### src/rtl/iom_mem_tester_pkg.sv
// Shared IOM bus widths, tester FSM state codes and small helpers.
package iom_mem_tester_pkg;

  localparam int ADDR_W = 25;
  localparam int DATA_W = 32;
  localparam int BE_W   = 4;
  localparam int IDX_W  = 23;
  localparam int ERR_W  = 16;

  typedef enum logic [2:0] {
    ST_IDLE    = 3'd0,
    ST_WR_REQ  = 3'd1,
    ST_WR_WAIT = 3'd2,
    ST_RD_REQ  = 3'd3,
    ST_RD_WAIT = 3'd4,
    ST_DONE    = 3'd5
  } state_t;

  function automatic logic [ERR_W-1:0] sat_inc(input logic [ERR_W-1:0] v);
    return (v == '1) ? v : v + 1'b1;
  endfunction

  // Word-aligned byte address of word idx; the 25-bit sum wraps silently.
  function automatic logic [ADDR_W-1:0] word_addr(input logic [ADDR_W-1:0] base,
                                                  input logic [IDX_W-1:0]  idx);
    return {base[ADDR_W-1:2], 2'b00} + {idx, 2'b00};
  endfunction

endpackage

### src/rtl/iom_pattern_gen.sv
// Combinational test pattern: SEED folded with the word index at two offsets.
module iom_pattern_gen import iom_mem_tester_pkg::*; #(
  parameter logic [DATA_W-1:0] SEED = 32'hA5A55A5A
) (
  input  logic [IDX_W-1:0]  idx,
  output logic [DATA_W-1:0] pat
);

  assign pat = SEED ^ {9'b0, idx} ^ {idx, 9'b0};

endmodule

### src/rtl/iom_mem_tester.sv
// IO bus initiator running a write-then-read-back memory test over a word range.
module iom_mem_tester import iom_mem_tester_pkg::*; #(
  parameter logic [ADDR_W-1:0] BASE_ADDR = 25'h0000000,
  parameter logic [23:0]       NUM_WORDS = 24'd8388608,
  parameter logic [DATA_W-1:0] SEED      = 32'hA5A55A5A,
  parameter logic [15:0]       TIMEOUT   = 16'd1024
) (
  input  logic              io_clk,
  input  logic              io_rst,
  input  logic              start,
  output logic              busy,
  output logic              done,
  output logic              pass,
  output logic              timeout,
  output logic [ERR_W-1:0]  err_count,
  output logic [ADDR_W-1:0] first_err_addr,
  output logic              io_addr_strobe,
  output logic              io_read_strobe,
  output logic              io_write_strobe,
  output logic [ADDR_W-1:0] io_address,
  output logic [BE_W-1:0]   io_byte_enable,
  output logic [DATA_W-1:0] io_write_data,
  input  logic [DATA_W-1:0] io_read_data,
  input  logic              io_ready
);

  // Word count clamped to 1..2^23 so the index register never overflows.
  localparam logic [23:0] NW_EFF = (NUM_WORDS == 24'd0)       ? 24'd1 :
                                   (NUM_WORDS > 24'h800000)   ? 24'h800000 : NUM_WORDS;
  localparam logic [23:0] NW_M1  = NW_EFF - 24'd1;
  localparam logic [IDX_W-1:0] LAST_IDX = NW_M1[IDX_W-1:0];
  localparam logic [15:0] TMO_LAST = (TIMEOUT == 16'd0) ? 16'd0 : TIMEOUT - 16'd1;

  state_t             state;
  logic [IDX_W-1:0]   idx;
  logic [15:0]        tcnt;
  logic [DATA_W-1:0]  pat;
  logic               is_last;
  logic               mismatch;
  logic [ERR_W-1:0]   err_next;

  iom_pattern_gen #(.SEED(SEED)) u_pat (
    .idx (idx),
    .pat (pat)
  );

  assign io_byte_enable = '1;
  assign is_last        = (idx == LAST_IDX);
  assign mismatch       = (io_read_data != pat);
  assign err_next       = mismatch ? sat_inc(err_count) : err_count;

  always_ff @(posedge io_clk) begin
    if (io_rst) begin
      state           <= ST_IDLE;
      idx             <= '0;
      tcnt            <= '0;
      busy            <= 1'b0;
      done            <= 1'b0;
      pass            <= 1'b0;
      timeout         <= 1'b0;
      err_count       <= '0;
      first_err_addr  <= '0;
      io_addr_strobe  <= 1'b0;
      io_read_strobe  <= 1'b0;
      io_write_strobe <= 1'b0;
      io_address      <= '0;
      io_write_data   <= '0;
    end else begin
      // Strobes are single-cycle pulses issued only from the *_REQ states.
      io_addr_strobe  <= 1'b0;
      io_read_strobe  <= 1'b0;
      io_write_strobe <= 1'b0;

      case (state)
        ST_IDLE: begin
          if (start) begin
            busy           <= 1'b1;
            done           <= 1'b0;
            pass           <= 1'b0;
            timeout        <= 1'b0;
            err_count      <= '0;
            first_err_addr <= '0;
            idx            <= '0;
            state          <= ST_WR_REQ;
          end
        end

        ST_WR_REQ: begin
          io_addr_strobe  <= 1'b1;
          io_write_strobe <= 1'b1;
          io_address      <= word_addr(BASE_ADDR, idx);
          io_write_data   <= pat;
          tcnt            <= '0;
          state           <= ST_WR_WAIT;
        end

        ST_WR_WAIT: begin
          if (io_ready) begin
            if (is_last) begin
              idx   <= '0;
              state <= ST_RD_REQ;
            end else begin
              idx   <= idx + 1'b1;
              state <= ST_WR_REQ;
            end
          end else if (tcnt == TMO_LAST) begin
            timeout <= 1'b1;
            pass    <= 1'b0;
            busy    <= 1'b0;
            done    <= 1'b1;
            state   <= ST_DONE;
          end else begin
            tcnt <= tcnt + 16'd1;
          end
        end

        ST_RD_REQ: begin
          io_addr_strobe <= 1'b1;
          io_read_strobe <= 1'b1;
          io_address     <= word_addr(BASE_ADDR, idx);
          tcnt           <= '0;
          state          <= ST_RD_WAIT;
        end

        ST_RD_WAIT: begin
          if (io_ready) begin
            err_count <= err_next;
            if (mismatch && (err_count == '0))
              first_err_addr <= io_address;
            if (is_last) begin
              // Result flags land together with the move to DONE so they are visible in it.
              busy  <= 1'b0;
              done  <= 1'b1;
              pass  <= (err_next == '0);
              state <= ST_DONE;
            end else begin
              idx   <= idx + 1'b1;
              state <= ST_RD_REQ;
            end
          end else if (tcnt == TMO_LAST) begin
            timeout <= 1'b1;
            pass    <= 1'b0;
            busy    <= 1'b0;
            done    <= 1'b1;
            state   <= ST_DONE;
          end else begin
            tcnt <= tcnt + 16'd1;
          end
        end

        // start seen here is deliberately dropped; IDLE accepts the next one.
        ST_DONE: state <= ST_IDLE;

        default: state <= ST_IDLE;
      endcase
    end
  end

endmodule

### config.mk
export PLATFORM = sky130hd
export DESIGN_NAME = iom_mem_tester
export DESIGN_NICKNAME = d
export VERILOG_FILES = /design/src/rtl/iom_mem_tester_pkg.sv /design/src/rtl/iom_pattern_gen.sv /design/src/rtl/iom_mem_tester.sv
export SDC_FILE = /design/constraint.sdc
export NUM_CORES = 1
export LEC_CHECK = 0
export CORE_MARGIN = 2
export CORE_UTILIZATION = 50
export DETAILED_ROUTE_END_ITERATION = 6
export PLACE_DENSITY = 0.78
export SYNTH_ARGS = -nofsm -noshare
export SYNTH_HDL_FRONTEND = slang
export SYNTH_HIERARCHICAL = 1
export SYNTH_SLANG_ARGS = --single-unit
export TNS_END_PERCENT = 20
### constraint.sdc
create_clock -name io_clk -period 2.7 [get_ports io_clk]
set_input_delay 0.54 -clock io_clk [delete_from_list [all_inputs] [get_ports io_clk]]
set_output_delay 0.54 -clock io_clk [all_outputs]
set_load 0.1 [all_outputs]
---- Word-level counts from Yosys, hierarchy flattened ----
Index checks and enable logic that the tools add are counted.
word-level totals
  memories kept ........................... 0
  word-level logic and storage cells ...... 101
  flip-flop bits (word level) ............. 145
  memory bits (writable) .................. 0
  latch bits .............................. 0
  memory bits (read-only) ................. 0
operators by class
  shift-type cells ........................ 0
  muxes and demuxes ....................... 48
  add/sub/neg operators ................... 3
  divide/modulo/power cells ............... 0
  multiply operators ...................... 0
  eq/ne operators ......................... 18
  bitwise gates (word level) .............. 2
  $lt $le $gt $ge ......................... 0
  reductions and logical operators ........ 16
operators with widths
  cell                                                    number
  two-way mux 23 bit                                      5
  two-way mux 16 bit                                      6
  two-way mux 25 bit                                      3
  one-hot mux 23 bit (3 select lines)                     1
  one-hot mux 16 bit (2 select lines)                     2
  one-hot mux 25 bit (2 select lines)                     1
  adder 16 x 1 -> 16 bit (second input constant)          2
  logical NOT 16 bit                                      2
  != test 32 bit                                          1
  bitwise XOR 32 bit                                      1
  adder 23 x 1 -> 23 bit (second input constant)          1
  equality test 23 bit (second input constant)            1
  two-way mux 1 bit                                       19
  equality test 16 x 10 -> 1 bit (second input constant)  1
  equality test 16 bit (second input constant)            1
  != test 2 bit (second input constant)                   8
  inverter 11 -> 16 bit                                   1
  two-way mux 3 bit                                       5
  one-hot mux 3 bit (5 select lines)                      1
  AND reduction 4 bit                                     3
  one-hot mux 1 bit (3 select lines)                      3
  equality test 3 x 2 -> 1 bit (second input constant)    2
  AND reduction 3 bit                                     2
  nonzero test 2 bit                                      3
  other kinds (11)                                        12

---- Depth between registers and ports, before layout ----
  word-level depth ........................ 8
  gate-level depth with buffers ........... 10

---- By module ----
The synthesis kept the hierarchy.
by module, submodules not included
  module           instances  area each (µm²)  cells an instance
  iom_mem_tester   1          6672.6           841
  iom_pattern_gen  1          224.0            32

---- Least setup slack after synthesis ----
No wires, ideal clock.
  kind .................................... reg-to-reg
  from .................................... register err_count[0]
  to ...................................... register pass
  required time ........................... 2641 ps
  arrival time ............................ 3078 ps
  clock period less this slack ............ 3137 ps
  path buffers ............................ 1
  setup time .............................. 59 ps
  slack ................................... -437 ps
  stages on the path, launching flop included .. 10
  cells stage by stage .................... dfxtp_1 ha_1 and3_4 and3_4 buf_6 nand3_1 nor3b_1 mux2_1 a2111oi_2 a31o_1
on the way
  word-level cells in the longest chain between the ends .. 7
  elaborated cells on any way between the ends .. 8
  classes of those cells .................. add/sub: 1; eq/ne: 1; mux: 5; reduce/logical: 1
ends and longest elaborated chain
  item                                                                   line                      text
  from (decl)                                                            iom_mem_tester.sv:15      output logic [ERR_W-1:0] err_count,
  from (signal assigned)                                                 iom_mem_tester.sv:127     err_count <= err_next;
  adder 16 x 1 -> 16 bit / equality test 16 bit (equally long branches)  iom_mem_tester_pkg.sv:20  return (v == '1) ? v : v + 1'b1;
  two-way mux 16 bit                                                     iom_mem_tester_pkg.sv:20
  two-way mux 16 bit (*)                                                 iom_mem_tester.sv:50      assign err_next = mismatch ? sat_inc(err_count) : err_count;
  logical NOT 16 bit (*)                                                 iom_mem_tester.sv:134     pass <= (err_next == '0);
  two-way mux 1 bit (*)                                                  iom_mem_tester.sv:130     if (is_last) begin
  two-way mux 1 bit (*)                                                  iom_mem_tester.sv:126     if (io_ready) begin
  one-hot mux 1 bit (3 select lines) (*)                                 iom_mem_tester.sv:74      case (state)
  to (signal assigned)                                                   iom_mem_tester.sv:134
  to (decl)                                                              iom_mem_tester.sv:13      output logic pass,
Mark *: on every way between the ends. The rest lies on a longest branch, timed or not. The select of a mux whose other input is x is not followed.
A chain may end at the register's enable or synchronous reset.

---- Worst setup path after layout ----
  from .................................... register idx[9]
  to ...................................... register pass
on the way
  word-level cells in the longest chain between the ends .. 8
  elaborated cells on any way between the ends .. 11
  classes of those cells .................. eq/ne: 3; mux: 4; bitwise: 2; reduce/logical: 2
ends and longest elaborated chain
  item                                    line                   text
  from (decl)                             iom_mem_tester.sv:35   logic [IDX_W-1:0] idx;
  from (signal assigned)                  iom_mem_tester.sv:103  idx <= idx + 1'b1;
  from (signal assigned)                  iom_mem_tester.sv:137  idx <= idx + 1'b1;
  inverter 11 -> 16 bit (no source line)  n/a
  bitwise XOR 32 bit                      iom_pattern_gen.sv:9   assign pat = SEED ^ {9'b0, idx} ^ {idx, 9'b0};
  named net pat[9]                        iom_mem_tester.sv:37   logic [DATA_W-1:0] pat;
  != test 32 bit                          iom_mem_tester.sv:49   assign mismatch = (io_read_data != pat);
  two-way mux 16 bit                      iom_mem_tester.sv:50
  logical NOT 16 bit                      iom_mem_tester.sv:134
  two-way mux 1 bit                       iom_mem_tester.sv:130
  two-way mux 1 bit                       iom_mem_tester.sv:126
  one-hot mux 1 bit (3 select lines)      iom_mem_tester.sv:74
The timed path passes the listed nets, and every way through them passes these cells. The select of a mux whose other input is x is not followed.

==> load_flow_metrics.sql <==
INSERT INTO impl_metrics (metric_group, metric, value, unit) VALUES
('outcome', 'status', 'complete, no violations', ''),
('grt', 'grt_pass1_wl', '30.1', 'mm'),
('finish', 'area.sequential', '2880', 'um^2'),
('finish', 'nets', '1071', ''),
('routing', 'drt-initial-drc-count', '497', ''),
('worst_setup_path', 'worstSetupEndpointType', 'register', ''),
('synth', 'most_instantiated_library_cell_after_synthesis', 'sky130_fd_sc_hd__nand2_1', ''),
('synth', 'synth_fa_ha_area_share', '0.726', '%'),
('hold_path', 'hold_path_depth', '2', ''),
('synth', 'largest_family_of_logic_cells_by_synthesized_area', 'simple AND/OR/NAND/NOR gates', ''),
('finish', 'fraction_of_layout_cells_with_a_size_suffix_above_1', '22.0', '%'),
('place', 'finalWeightedCongestion', '0.964', ''),
('place', 'post-dp-hpwl', '13.6', 'mm'),
('floorplanning', 'chipHeight', '121', 'um'),
('clocking', 'ctsRootBufferMaster', 'sky130_fd_sc_hd__clkbuf_16', ''),
('floorplanning', 'dieArea', '14700', 'um^2'),
('routing', 'dr.pass1.iters', '5', ''),
('clocking', 'tritoncts.num_buffers', '17', ''),
('synth', 'synth_cells', '873', ''),
('grt', 'antenna_found_initial', '0', ''),
('routing', 'post_drt_wl_per_cell', '15.6', 'um'),
('worst_setup_path', 'worst_path_max_stage_delay', '0.36', 'ns'),
('routing', 'finalWirelength', '19.0', 'mm'),
('worst_setup_path', 'worst_ep_arrival_time', '3.01', 'ns'),
('routing', 'route.vias.total', '6609', ''),
('timing', 'rsz0062_at_grt', 'yes', ''),
('grt', 'grt_use_total', '25.8', '%'),
('timing', 'timing.final.hold_violations', '0', ''),
('clocking', 'clock_path_buffers', '2', ''),
('synth', 'synth_compound_area_share', '13.1', '%'),
('grt', 'grt_start_max_net_pins', '47', ''),
('pwr', 'p_per_area', '579', 'nW/um^2'),
('synth', 'synth_enable_flop_cells', '0', ''),
('clocking', 'clk_transition_reported_paths', '0.06', 'ns'),
('place', 'worst_setup_slack_before_clock_tree_synthesis', '-0.261', 'ns'),
('pwr', 'vdd_ir_drop_max', '0.000472', 'V'),
('timing', 'finalSetupViolCount', '0', ''),
('worst_setup_path', 'crit_slowest_cell', 'sky130_fd_sc_hd__a2111oi_4', ''),
('floorplanning', 'num_io_pins', '145', ''),
('clocking', 'tritoncts_clock_tree', 'built', ''),
('pwr', 'seqPwrFrac', '41.1', '%'),
('floorplanning', 'start_util', '51.7', '%'),
('worst_setup_path', 'cp_top_family', 'compound AO/OA/AOI/OAI gates', ''),
('grt', 'globalRouteOverflowTotal', '0', ''),
('worst_setup_path', 'critical_path.cell_chain', 'xnor2_1 > buf_4 > xnor2_1 > nand4_1 > nor4_2 > buf_4 > and2_2 > nor2_1 > a211o_1 > a2111oi_4 > a31o_1', ''),
('synth', 'synthSimpleGateAreaFrac', '27.5', '%'),
('synth', 'mux_share_of_post_synthesis_cell_area', '1.05', '%'),
('clocking', 'postCtsSetupBuffers', '0', ''),
('worst_setup_path', 'critical_path_depth', '11', ''),
('pwr', 'switching_share', '26.9', '%'),
('grt', 'grt_pass1_vias', '5994', ''),
('synth', 'synth.cell_area', '6900', 'um^2'),
('synth', 'synth-seq-cells', '143', ''),
('timing', 'clock.fmax', '378', 'MHz'),
('pwr', 'net-switching-power', '1420', 'uW'),
('finish', 'fill_cells', '1138', ''),
('pwr', 'int_power', '3850', 'uW'),
('synth', 'postSynth.topFlopCell', 'sky130_fd_sc_hd__dfxtp_1', ''),
('synth', 'postSynthAreaPerCell', '7.90', 'um^2'),
('worst_setup_path', 'critical_path.startpoint_type', 'register', ''),
('clocking', 'clock_insertion_delay_worst_skew', '0.42', 'ns'),
('synth', 'ys_seq_area_share', '41.5', '%'),
('timing', 'max-slew-margin-rel', '63.1', '%'),
('worst_setup_path', 'type_of_the_setup_path_with_the_least_slack', 'register to register', ''),
('clocking', 'cts_htree_levels', '4', ''),
('pwr', 'clock_power_share', '46.8', '%'),
('worst_setup_path', 'worst-r2r-cell-count', '11', ''),
('floorplanning', 'die-width', '121', 'um'),
('floorplanning', 'floorplan.core_area', '13300', 'um^2'),
('synth', 'synthDominantAreaCellType', 'sky130_fd_sc_hd__dfxtp_1', ''),
('synth', 'synth.top_cells.by_area', 'sky130_fd_sc_hd__dfxtp_1, sky130_fd_sc_hd__nand2_1, sky130_fd_sc_hd__a21oi_1', '');
==> metal layers <==
| layer | up-vias | routed length (um) | track usage [%] |
|---|---|---|---|
| li1 | 3269 | - | - |
| met1 | 3099 | 8260 | 32.0 |
| met2 | 205 | 9510 | 44.5 |
| met3 | 36 | 797 | 5.36 |
| met4 | 0 | 433 | 8.41 |
| met5 | - | 0 | 0 |
==> flip-flops by register name (all words and copies together), names as in the netlist <==
name / count
idx: 23
done: 1
io_write_strobe: 1
io_address: 23
busy: 1
err_count: 16
tcnt: 16
first_err_addr: 23
state: 3
pass: 1
io_write_data: 32
timeout: 1
io_addr_strobe: 1
io_read_strobe: 1
==> power by group through the flow <==
stage          Sequential [uW]  Clock [uW]  Combinational (uW)
2_1_floorplan             2390           0                 278
3_3_place_gp              2210           0                 635
3_5_place_dp              2210           0                 636
4_1_cts                   2160        2490                 638
5_1_grt                   2170        2590                 677
6_report                  2160        2470                 639
==> per-stage QoR <==
stage          utilization [%]  instance area [um^2]  power [uW]  hold WS (ns)  instances
2_1_floorplan                -                  6940        2660         0.467        879
3_3_place_gp              63.3                  8440        2840         0.440       1188
3_5_place_dp              63.3                  8440        2840         0.447       1188
4_1_cts                   67.9                  9070        5290         0.453       1220
5_1_grt                   68.2                  9100        5430         0.470       1220
6_report                  68.2                  9100        5270         0.453       1220
==> kinds of logic after synthesis <==
kind of cell / count (synthesis)
compound gates: 161
xor+xnor: 80
fa+ha+maj: 4
buf+inv: 84
flops: 143
mux: 7
other cells: 2
simple gates: 392
==> worst min-delay path: stages, from the launching register on <==
cell                      delay (ns)
sky130_fd_sc_hd__dfxtp_1        0.31
sky130_fd_sc_hd__nand2_1        0.05
sky130_fd_sc_hd__a21oi_1        0.05
==> cell usage in the layout, fill, tap and decap left out, types with 6 or more instances in the layout <==
cell type                         instances
sky130_fd_sc_hd__inv_1                   16
sky130_fd_sc_hd__nor3_1                  12
sky130_fd_sc_hd__clkbuf_16               17
sky130_fd_sc_hd__xor2_1                  28
sky130_fd_sc_hd__xnor2_1                 50
sky130_fd_sc_hd__nand4_1                 20
sky130_fd_sc_hd__and2_1                   6
sky130_fd_sc_hd__conb_1                   8
sky130_fd_sc_hd__and4_1                   6
sky130_fd_sc_hd__nor2_1                  65
sky130_fd_sc_hd__o21ai_0                 18
sky130_fd_sc_hd__nand2_1                167
sky130_fd_sc_hd__dfxtp_2                  9
sky130_fd_sc_hd__clkdlybuf4s50_1         34
sky130_fd_sc_hd__nand2b_1                 7
sky130_fd_sc_hd__dfxtp_1                132
sky130_fd_sc_hd__and3_1                  15
sky130_fd_sc_hd__nand3_1                 49
sky130_fd_sc_hd__or3_1                    6
sky130_fd_sc_hd__a21oi_1                112
sky130_fd_sc_hd__buf_4                  163
==> path summary, 6_finish.rpt <==
check                                    to  slack [ns]
max reg2reg               pass$_SDFFE_PP0P_        0.05
max                       pass$_SDFFE_PP0P_        0.05
min reg2reg  first_err_addr[7]$_SDFFE_PP0P_        0.45
min          first_err_addr[7]$_SDFFE_PP0P_        0.45
==> area by class of cell <==
class	count	area share, %
clock buffers	20	5.13
clock inverters	12	1.72
inverters	17	0.701
repair buffers	200	17.8
multi-input cells	652	40.5
well taps	176	2.42
flip-flops and latches	143	31.7
==> what timing repair did <==
item / in CTS / in global routing
hold buffers: 0 / 0
endpoints found under the setup margin: 0 / 7
resized for setup: 0 / 6
(Power assumes the default switching activity.)
